**src/rtl/kaktovik_reader.sv**
```systemverilog
// kaktovik_reader
// ---------------
// Reads a multi-digit Kaktovik (base-20) number, one digit per input beat,
// most-significant digit first. Each beat carries one 8-bit segment pattern.
// The pattern is first normalised to active-high using AL, then decoded to a
// digit 0..19 and folded into a running binary value (VALUE = VALUE*20 + d).
// The beat flagged with ILAST closes the number. The result is then presented
// on a valid/ready output handshake.
//
// Ports
//   CLK     in   1   rising-edge clock
//   RST     in   1   synchronous active-high reset
//   AL      in   1   segment polarity (1 = active-high, 0 = active-low)
//   SEG     in   8   segment pattern, bit0 = a ... bit7 = h
//   IV      in   1   input valid (qualifies SEG, ILAST, AL)
//   ILAST   in   1   this beat is the least-significant digit
//   IR      out  1   input ready (accumulating)
//   VALUE   out 18   accumulated binary value
//   DIGITS  out  3   digits accepted into VALUE (0..4)
//   ERR     out  1   an unrecognised pattern was seen in this number
//   OVF     out  1   more than four digits were seen in this number
//   OV      out  1   output valid (result complete)
//   ORDY    in   1   output ready (consumer takes the result)
//
// The value register is 18 bits wide. Four digits of 19 give 159999, which
// is below 2^18, so the multiply-accumulate never truncates.

module kaktovik_reader (
  input  logic        CLK,
  input  logic        RST,
  input  logic        AL,
  input  logic [7:0]  SEG,
  input  logic        IV,
  input  logic        ILAST,
  output logic        IR,
  output logic [17:0] VALUE,
  output logic [2:0]  DIGITS,
  output logic        ERR,
  output logic        OVF,
  output logic        OV,
  input  logic        ORDY
);

  typedef enum logic {
    ST_ACC = 1'b0,
    ST_OUT = 1'b1
  } state_t;

  localparam logic [2:0] MAX_DIGITS = 3'd4;

  state_t      state_reg;
  logic [17:0] value_reg;
  logic [2:0]  digits_reg;
  logic        err_reg;
  logic        ovf_reg;

  // Decoded beat
  logic [7:0]  raw;
  logic        digit_ok;
  logic [4:0]  digit;
  logic        accept;
  logic [17:0] value_times20;
  logic [17:0] value_next;

  // Map an active-high pattern to {recognised, digit}. Unrecognised patterns
  // return digit 0 so that they contribute nothing to the value. The
  // extended-range shapes (C0, C1, C7, CF, DF, A0, A1, A7, AF, BF) are not
  // listed here, so they fall into the default branch.
  function automatic logic [5:0] decode_pattern(input logic [7:0] pat);
    logic [5:0] res;
    case (pat)
      8'h00: res = {1'b1, 5'd0};   // blanked digit reads as zero
      8'h04: res = {1'b1, 5'd0};
      8'h01: res = {1'b1, 5'd1};
      8'h07: res = {1'b1, 5'd2};
      8'h0F: res = {1'b1, 5'd3};
      8'h1F: res = {1'b1, 5'd4};
      8'h20: res = {1'b1, 5'd5};
      8'h21: res = {1'b1, 5'd6};
      8'h27: res = {1'b1, 5'd7};
      8'h2F: res = {1'b1, 5'd8};
      8'h3F: res = {1'b1, 5'd9};
      8'h60: res = {1'b1, 5'd10};
      8'h61: res = {1'b1, 5'd11};
      8'h67: res = {1'b1, 5'd12};
      8'h6F: res = {1'b1, 5'd13};
      8'h7F: res = {1'b1, 5'd14};
      8'hE0: res = {1'b1, 5'd15};
      8'hE1: res = {1'b1, 5'd16};
      8'hE7: res = {1'b1, 5'd17};
      8'hEF: res = {1'b1, 5'd18};
      8'hFF: res = {1'b1, 5'd19};
      default: res = {1'b0, 5'd0};
    endcase
    return res;
  endfunction

  // Normalise polarity. Active-low segments are inverted before the lookup.
  assign raw = SEG ^ {8{~AL}};
  assign {digit_ok, digit} = decode_pattern(raw);

  // IR and OV are derived from the state. They are gated by RST so that both
  // read 0 throughout reset, even before the first reset edge. Once RST drops
  // with the state already in ACC, IR is 1 in the very next cycle.
  assign IR = (state_reg == ST_ACC) && !RST;
  assign OV = (state_reg == ST_OUT) && !RST;

  assign accept = IV && IR;

  // VALUE*20 is formed as VALUE*16 + VALUE*4. The shifted bits that drop off
  // are always zero, because VALUE never exceeds 7999 when a fourth digit is
  // folded in.
  assign value_times20 = {value_reg[13:0], 4'b0000} + {value_reg[15:0], 2'b00};
  assign value_next    = value_times20 + {13'd0, digit};

  always_ff @(posedge CLK) begin
    if (RST) begin
      state_reg  <= ST_ACC;
      value_reg  <= '0;
      digits_reg <= '0;
      err_reg    <= 1'b0;
      ovf_reg    <= 1'b0;
    end else begin
      case (state_reg)
        ST_ACC: begin
          if (accept) begin
            if (digits_reg < MAX_DIGITS) begin
              value_reg  <= value_next;
              digits_reg <= digits_reg + 3'd1;
            end else begin
              // A fifth or later digit: the value is frozen, and the number
              // is flagged as overflowed.
              ovf_reg <= 1'b1;
            end
            if (!digit_ok) begin
              err_reg <= 1'b1;
            end
            // The closing beat ends the number whether or not it overflowed.
            if (ILAST) begin
              state_reg <= ST_OUT;
            end
          end
        end
        ST_OUT: begin
          // The result holds until it is taken. It is then cleared, ready
          // for the next number.
          if (ORDY) begin
            state_reg  <= ST_ACC;
            value_reg  <= '0;
            digits_reg <= '0;
            err_reg    <= 1'b0;
            ovf_reg    <= 1'b0;
          end
        end
        default: begin
          state_reg <= ST_ACC;
        end
      endcase
    end
  end

  assign VALUE  = value_reg;
  assign DIGITS = digits_reg;
  assign ERR    = err_reg;
  assign OVF    = ovf_reg;

endmodule

```
**config.mk**
```make
export PLATFORM = sky130hd
export DESIGN_NAME = kaktovik_reader
export DESIGN_NICKNAME = d
export VERILOG_FILES = /design/src/rtl/kaktovik_reader.sv
export SDC_FILE = /design/constraint.sdc
export NUM_CORES = 1
export LEC_CHECK = 0
export CAP_MARGIN = 20
export CELL_PAD_IN_SITES_DETAIL_PLACEMENT = 0
export CELL_PAD_IN_SITES_GLOBAL_PLACEMENT = 2
export CORE_MARGIN = 1.5
export CORE_UTILIZATION = 33
export CTS_CLUSTER_SIZE = 20
export DETAILED_ROUTE_END_ITERATION = 8
export HOLD_SLACK_MARGIN = 0.06
export PLACE_DENSITY_LB_ADDON = 0.2
export SETUP_SLACK_MARGIN = 0.02
export SYNTH_ARGS = -nofsm -noshare
export SYNTH_HDL_FRONTEND = slang
export SYNTH_SLANG_ARGS = --single-unit
```
**constraint.sdc**
```tcl
create_clock -name CLK -period 7.5 [get_ports CLK]
set_input_delay 1.125 -clock CLK [delete_from_list [all_inputs] [get_ports CLK]]
set_output_delay 1.125 -clock CLK [all_outputs]
set_load 0.1 [all_outputs]
```
==> Word level (Yosys, flattened, before mapping) <==
Index checks and enable logic that the tools add are counted.
{ "classes": {"reduce_logical": 9, "mux": 20, "addsub": 3, "eq_ne": 25, "n_bitwise": 3, "order_cmp": 1} }
{ "op_table": {"columns": ["operator", "n"], "rows": [
  ["$pmux 6 s20", 1],
  ["$mux 18", 3],
  ["$eq 8x6->1 const B", 5],
  ["$eq 8x7->1 const B", 5],
  ["$eq 8x8->1 const B", 5],
  ["$pmux 18 s2", 1],
  ["$add 18x18->18", 1],
  ["$add 18x5->18", 1],
  ["$eq 8x3->1 const B", 2],
  ["$mux 3", 3],
  ["$reduce_and 3->1", 3],
  ["$eq 8x1->1 const B", 1],
  ["$eq 8x4->1 const B", 1],
  ["$eq 8x5->1 const B", 1],
  ["$logic_not 8->1", 1],
  ["$mux 1", 8],
  ["$ne 2x2->1 const B", 4],
  ["$xor 8x8->8", 1],
  ["$pmux 1 s2", 3],
  ["$pmux 3 s2", 1],
  ["$add 3x1->3 const B", 1],
  ["$logic_and 1x1->1", 3],
  ["$lt 3x3->1 const B", 1],
  ["$ne 2x1->1 const B", 1],
  ["3 further kinds", 4]
]} }
{ "totals": {"elab_cells": 66, "output_inout_bits": 25, "reg_bits": 24, "inputBits": 14} }

==> Depth between registers and ports, before layout <==
{ "logic_depth": {"word_depth": 9, "depth_mapped": 19, "ltp_nobuf": 17} }

==> Least setup slack after synthesis <==
No wires, ideal clock.
{ "synth_path": {"path_type": "input -> register", "start": "in SEG[0]", "end": "reg value_reg[17], in the netlist VALUE[17]", "path_stages": 19, "setup_ps": 124, "required_time_ps": 7376, "n_path_buf": 2, "path_slack_ps": 3116, "arrival_time_ps": 4260, "path_cell_list": "buf_2 and3_4 buf_6 a32o_2 a22oi_2 o21ai_2 a311oi_2 inv_1 ha_1 ha_1 inv_1 fa_1 nor2b_1 o21ai_1 a21boi_0 o32ai_1 o21ai_0 mux2i_1 nand3_1"} }
{ "synth_via": {"elab_chain_cells": 8} }
{ "synth_lines": {"columns": ["element", "line", "text"], "rows": [
  ["from (decl)", "32", "input logic [7:0] SEG,"],
  ["$xor 8x8->8 *", "99", "assign raw = SEG ^ {8{~AL}};"],
  ["$eq 8x3->1 or $logic_not 8->1 (tied branches)", "71", "case (pat)"],
  ["$reduce_or 2->1 (no source line)", null, null],
  ["$pmux 6 s20 *", "71", null],
  ["$add 18x5->18 *", "114", "assign value_next = value_times20 + {13'd0, digit};"],
  ["$mux 18 *", "127", "if (digits_reg < MAX_DIGITS) begin"],
  ["$mux 18 *", "126", "if (accept) begin"],
  ["$pmux 18 s2 *", "124", "case (state_reg)"],
  ["to (signal assigned)", "128", "value_reg <= value_next;"],
  ["to (decl)", "52", "logic [17:0] value_reg;"]
]} }
Mark *: on every way between the ends. The rest lies on a longest branch, timed or not. The select of a mux whose other input is x is not followed.
A chain may end at the register's enable or synchronous reset.

==> Worst setup path in the final report <==
{ "layout_path": {"start": "in AL", "end": "reg value_reg[17], in the netlist VALUE[17]"} }
{ "layout_via": {"elab_chain_cells": 9} }
{ "layout_lines": {"columns": ["element", "line", "text"], "rows": [
  ["from (decl)", "31", "input logic AL,"],
  ["$not 1->1 *", "99", null],
  ["$xor 8x8->8 *", "99", null],
  ["$eq 8x3->1 or $logic_not 8->1 (tied branches)", "71", null],
  ["$reduce_or 2->1 (no source line)", null, null],
  ["$pmux 6 s20 *", "71", null],
  ["$add 18x5->18 *", "114", null],
  ["$mux 18 *", "127", null],
  ["$mux 18 *", "126", null],
  ["$pmux 18 s2 *", "124", null]
]} }
Marks and branches as above.

==> impl_metrics.csv <==
group,metric,value,unit
grt,gr-usage-met1,23.7,%
clock_tree,cts_buffer_depth,2,
synthesis,ys_types,58,
detailed_routing,ant_nets,0,
worst_setup_path,critPathKind,"in2reg",
synthesis,synth_commonest_cells,"ha_1, nand2_1, dfxtp_1, nor2_1, o21ai_0",
clock_tree,ctsHoldBuffers,0,
worst_setup_path,required,7.67,ns
grt,grt.busiest_layer,"met2",
clock_tree,postCtsSetupRepairBufs,0,
synthesis,synthMuxAreaShare,1.36,%
sta,fin_tns_setup,0,ns
clock_tree,cts_tree,"built",
synthesis,synth_compound_area_share,25.6,%
status,violations,"DRC",
synthesis,synth-edff-count,0,
worst_hold_path,hp-class,"reg2reg",
sta,worst_pin_slew,0.993,ns
die,dieArea,7210,um2
power_and_ir_drop,cellLeakagePower,1.16,nW
cells_and_area,antenna_cells,0,
grt,grt_max_degree,21,
detailed_routing,drt_iter0_markers,85,
synthesis,ys_seq_area_share,21.7,%
placement,hpwl,4360,um
grt,grt_pass1_wl,9360,um
sta,clock_skew,0.00337,ns
grt,grt_antenna_before_repair,0,
cells_and_area,largest_reg_flops,18,
synthesis,ys.warnings.count,0,
placement,place.gp.congestion,0.835,
sta,finalCritPeriodShare,67.6,%
placement,dp.cells,383,
cells_and_area,instances_no_fill,387,
worst_setup_path,end_kind,"flip-flop",
cells_and_area,drive_gt1_share,5.48,%
power_and_ir_drop,peakVddDrop,0.0493,mV
detailed_routing,wirelength,5600,um
synthesis,synth_top_flop_cell,"dfxtp_1",
detailed_routing,drc,8,
grt,grtUsageMet3,1.46,%
synthesis,synthAdderAreaFrac,18.2,%
clock_tree,cts-root-buf,"clkbuf_8",
sta,layout_min_cycle_time,5.07,ns
synthesis,syn_inst,281,
synthesis,syn_area,2210,um2
sta,finalHoldViolCount,0,
status,status,"finished with violations",
clock_tree,clk_latency,0.27,ns
worst_setup_path,cp.arrival,5.24,ns
die,die_h,84.9,um
synthesis,synth_area_leaders,"dfxtp_1, ha_1, nand2_1, o21ai_0, nor2_1",
synthesis,synth-seq-cells,24,
run,cap_viol_max_count,0,
sta,grt_setup_unrepaired,"no",
clock_tree,cts_sinks,24,
detailed_routing,vias_per_cell,5.31,
synthesis,synth_xor_xnor_area_share,5.14,%
worst_setup_path,worstPathMaxFanout,18,
power_and_ir_drop,power_density,110,nW/um2
detailed_routing,wl_per_cell,14.5,um
cells_and_area,fillerInstances,659,
detailed_routing,via_count,2056,
sta,slew_viol_final,0,
synthesis,syn_nets,326,
synthesis,synth-simple-area-share,22.6,%
grt,first_global_vias,1909,
clock_tree,cts_made_buffers,3,
synthesis,synth_top_family_by_area,"compound AO/OA/AOI/OAI gates",
cells_and_area,finalNetCount,356,
clock_tree,ctsResizeCount,0,
sta,setup_violations,0,
worst_setup_path,start_kind,"input port",
clock_tree,clkSlewWorstSetupHoldPaths,0.09,ns
detailed_routing,dr.pass1.iters,6,
synthesis,yosys.area.top_type,"dfxtp_1",
synthesis,synthArstFlopShare,0,%
synthesis,synth_top_area_share,21.7,%
sta,slew_headroom,33.6,%
placement,io_buffers,38,
grt,grt_usage,15.8,%
synthesis,avgSynthCellArea,7.88,um2
grt,use_met2,24.1,%
die,io_pins,39,
die,row_count,29,
clock_tree,htree_levels,1,
sta,fmax,197,MHz
cells_and_area,syn_to_final_growth,21.1,%
die,core,6420,um2
die,die_w,84.9,um
die,initial_core_util,34.5,%
synthesis,synth.most_common_cell,"ha_1",
grt,overflow,0,
## worst max-delay path, cell delays in order
cell and delay (ns):
clkdlybuf4s50_1 0.80, nor2_1 0.20, a32o_2 0.31, a22oi_2 0.17, o21ai_2 0.09, a311oi_2 0.22, inv_1 0.08, ha_1 0.28
ha_1 0.16, inv_1 0.05, fa_1 0.36, nor2b_1 0.17, o21ai_1 0.10, a21boi_0 0.33, o32ai_1 0.21, o21ai_0 0.28
mux2i_1 0.22, nand3_1 0.08
## final cells by class
type / count / area [um2] / share of cell area, %
Multi-Input combinational cell: 230 / 1610 / 60.1
Sequential cell: 24 / 480 / 17.9
Timing Repair Buffer: 39 / 388 / 14.5
Tap cell: 77 / 96.3 / 3.59
Clock buffer: 4 / 55.1 / 2.05
Inverter: 13 / 48.8 / 1.82
## placed cells by master, fill, tap and decap left out, types with 6 or more instances in the layout
| master | instances |
|---|---|
| nand2b_1 | 7 |
| nand3_1 | 8 |
| a22oi_1 | 7 |
| nor2_1 | 24 |
| a21oi_1 | 17 |
| nor2b_1 | 7 |
| o22ai_1 | 6 |
| clkdlybuf4s50_1 | 38 |
| dfxtp_1 | 24 |
| xnor2_1 | 6 |
| o21ai_0 | 19 |
| inv_1 | 13 |
| xor2_1 | 7 |
| ha_1 | 29 |
| nand2_1 | 28 |
## where the power goes
part	internal, mW	switching, mW	total [mW]
Combinational	0.0234	0.0478	0.0712
Sequential	0.130	0.00228	0.132
Clock	0.0470	0.0450	0.0920
## cells by family (layout without fill, tap and decap cells)
logic type / count (synthesis) / count (layout)
multiplexers: 3 / 3
AND/OR/NAND/NOR: 100 / 100
flip-flops: 24 / 24
AO/OA/AOI/OAI: 83 / 83
adder cells (fa/ha/maj): 31 / 31
buffers and inverters: 27 / 56
XOR/XNOR: 13 / 13
## per-stage QoR
step	area [um2]	total power [mW]	worst slack [ns]	hold WS, ns	util [%]
2_1_floorplan	2210	0.186	3.12	0.594	-
3_3_place_gp	2630	0.207	2.22	0.435	40.9
3_5_place_dp	2630	0.206	2.17	0.443	40.9
4_1_cts	2680	0.300	2.45	0.466	41.7
5_1_grt	2680	0.311	2.06	0.488	41.7
6_report	2680	0.295	2.43	0.459	41.7
## path summary, 6_finish.rpt
path | startpoint | to | slack [ns] | cells after the start
setup reg to reg | VALUE[0] | VALUE[17] | 4.55 | 10
hold reg to reg | VALUE[16] | VALUE[16] | 0.46 | 2
hold / removal | VALUE[16] | VALUE[16] | 0.46 | 2
setup / recovery | AL | VALUE[17] | 2.43 | 18
## layer usage
layer | vias to the layer above | share of wire (%)
li1 | 1076 | -
met1 | 925 | 53
met2 | 50 | 43
met3 | 5 | 3.6
met4 | 0 | 1.0
met5 | - | 0
No activity file was read; power rests on OpenSTA's default activity.
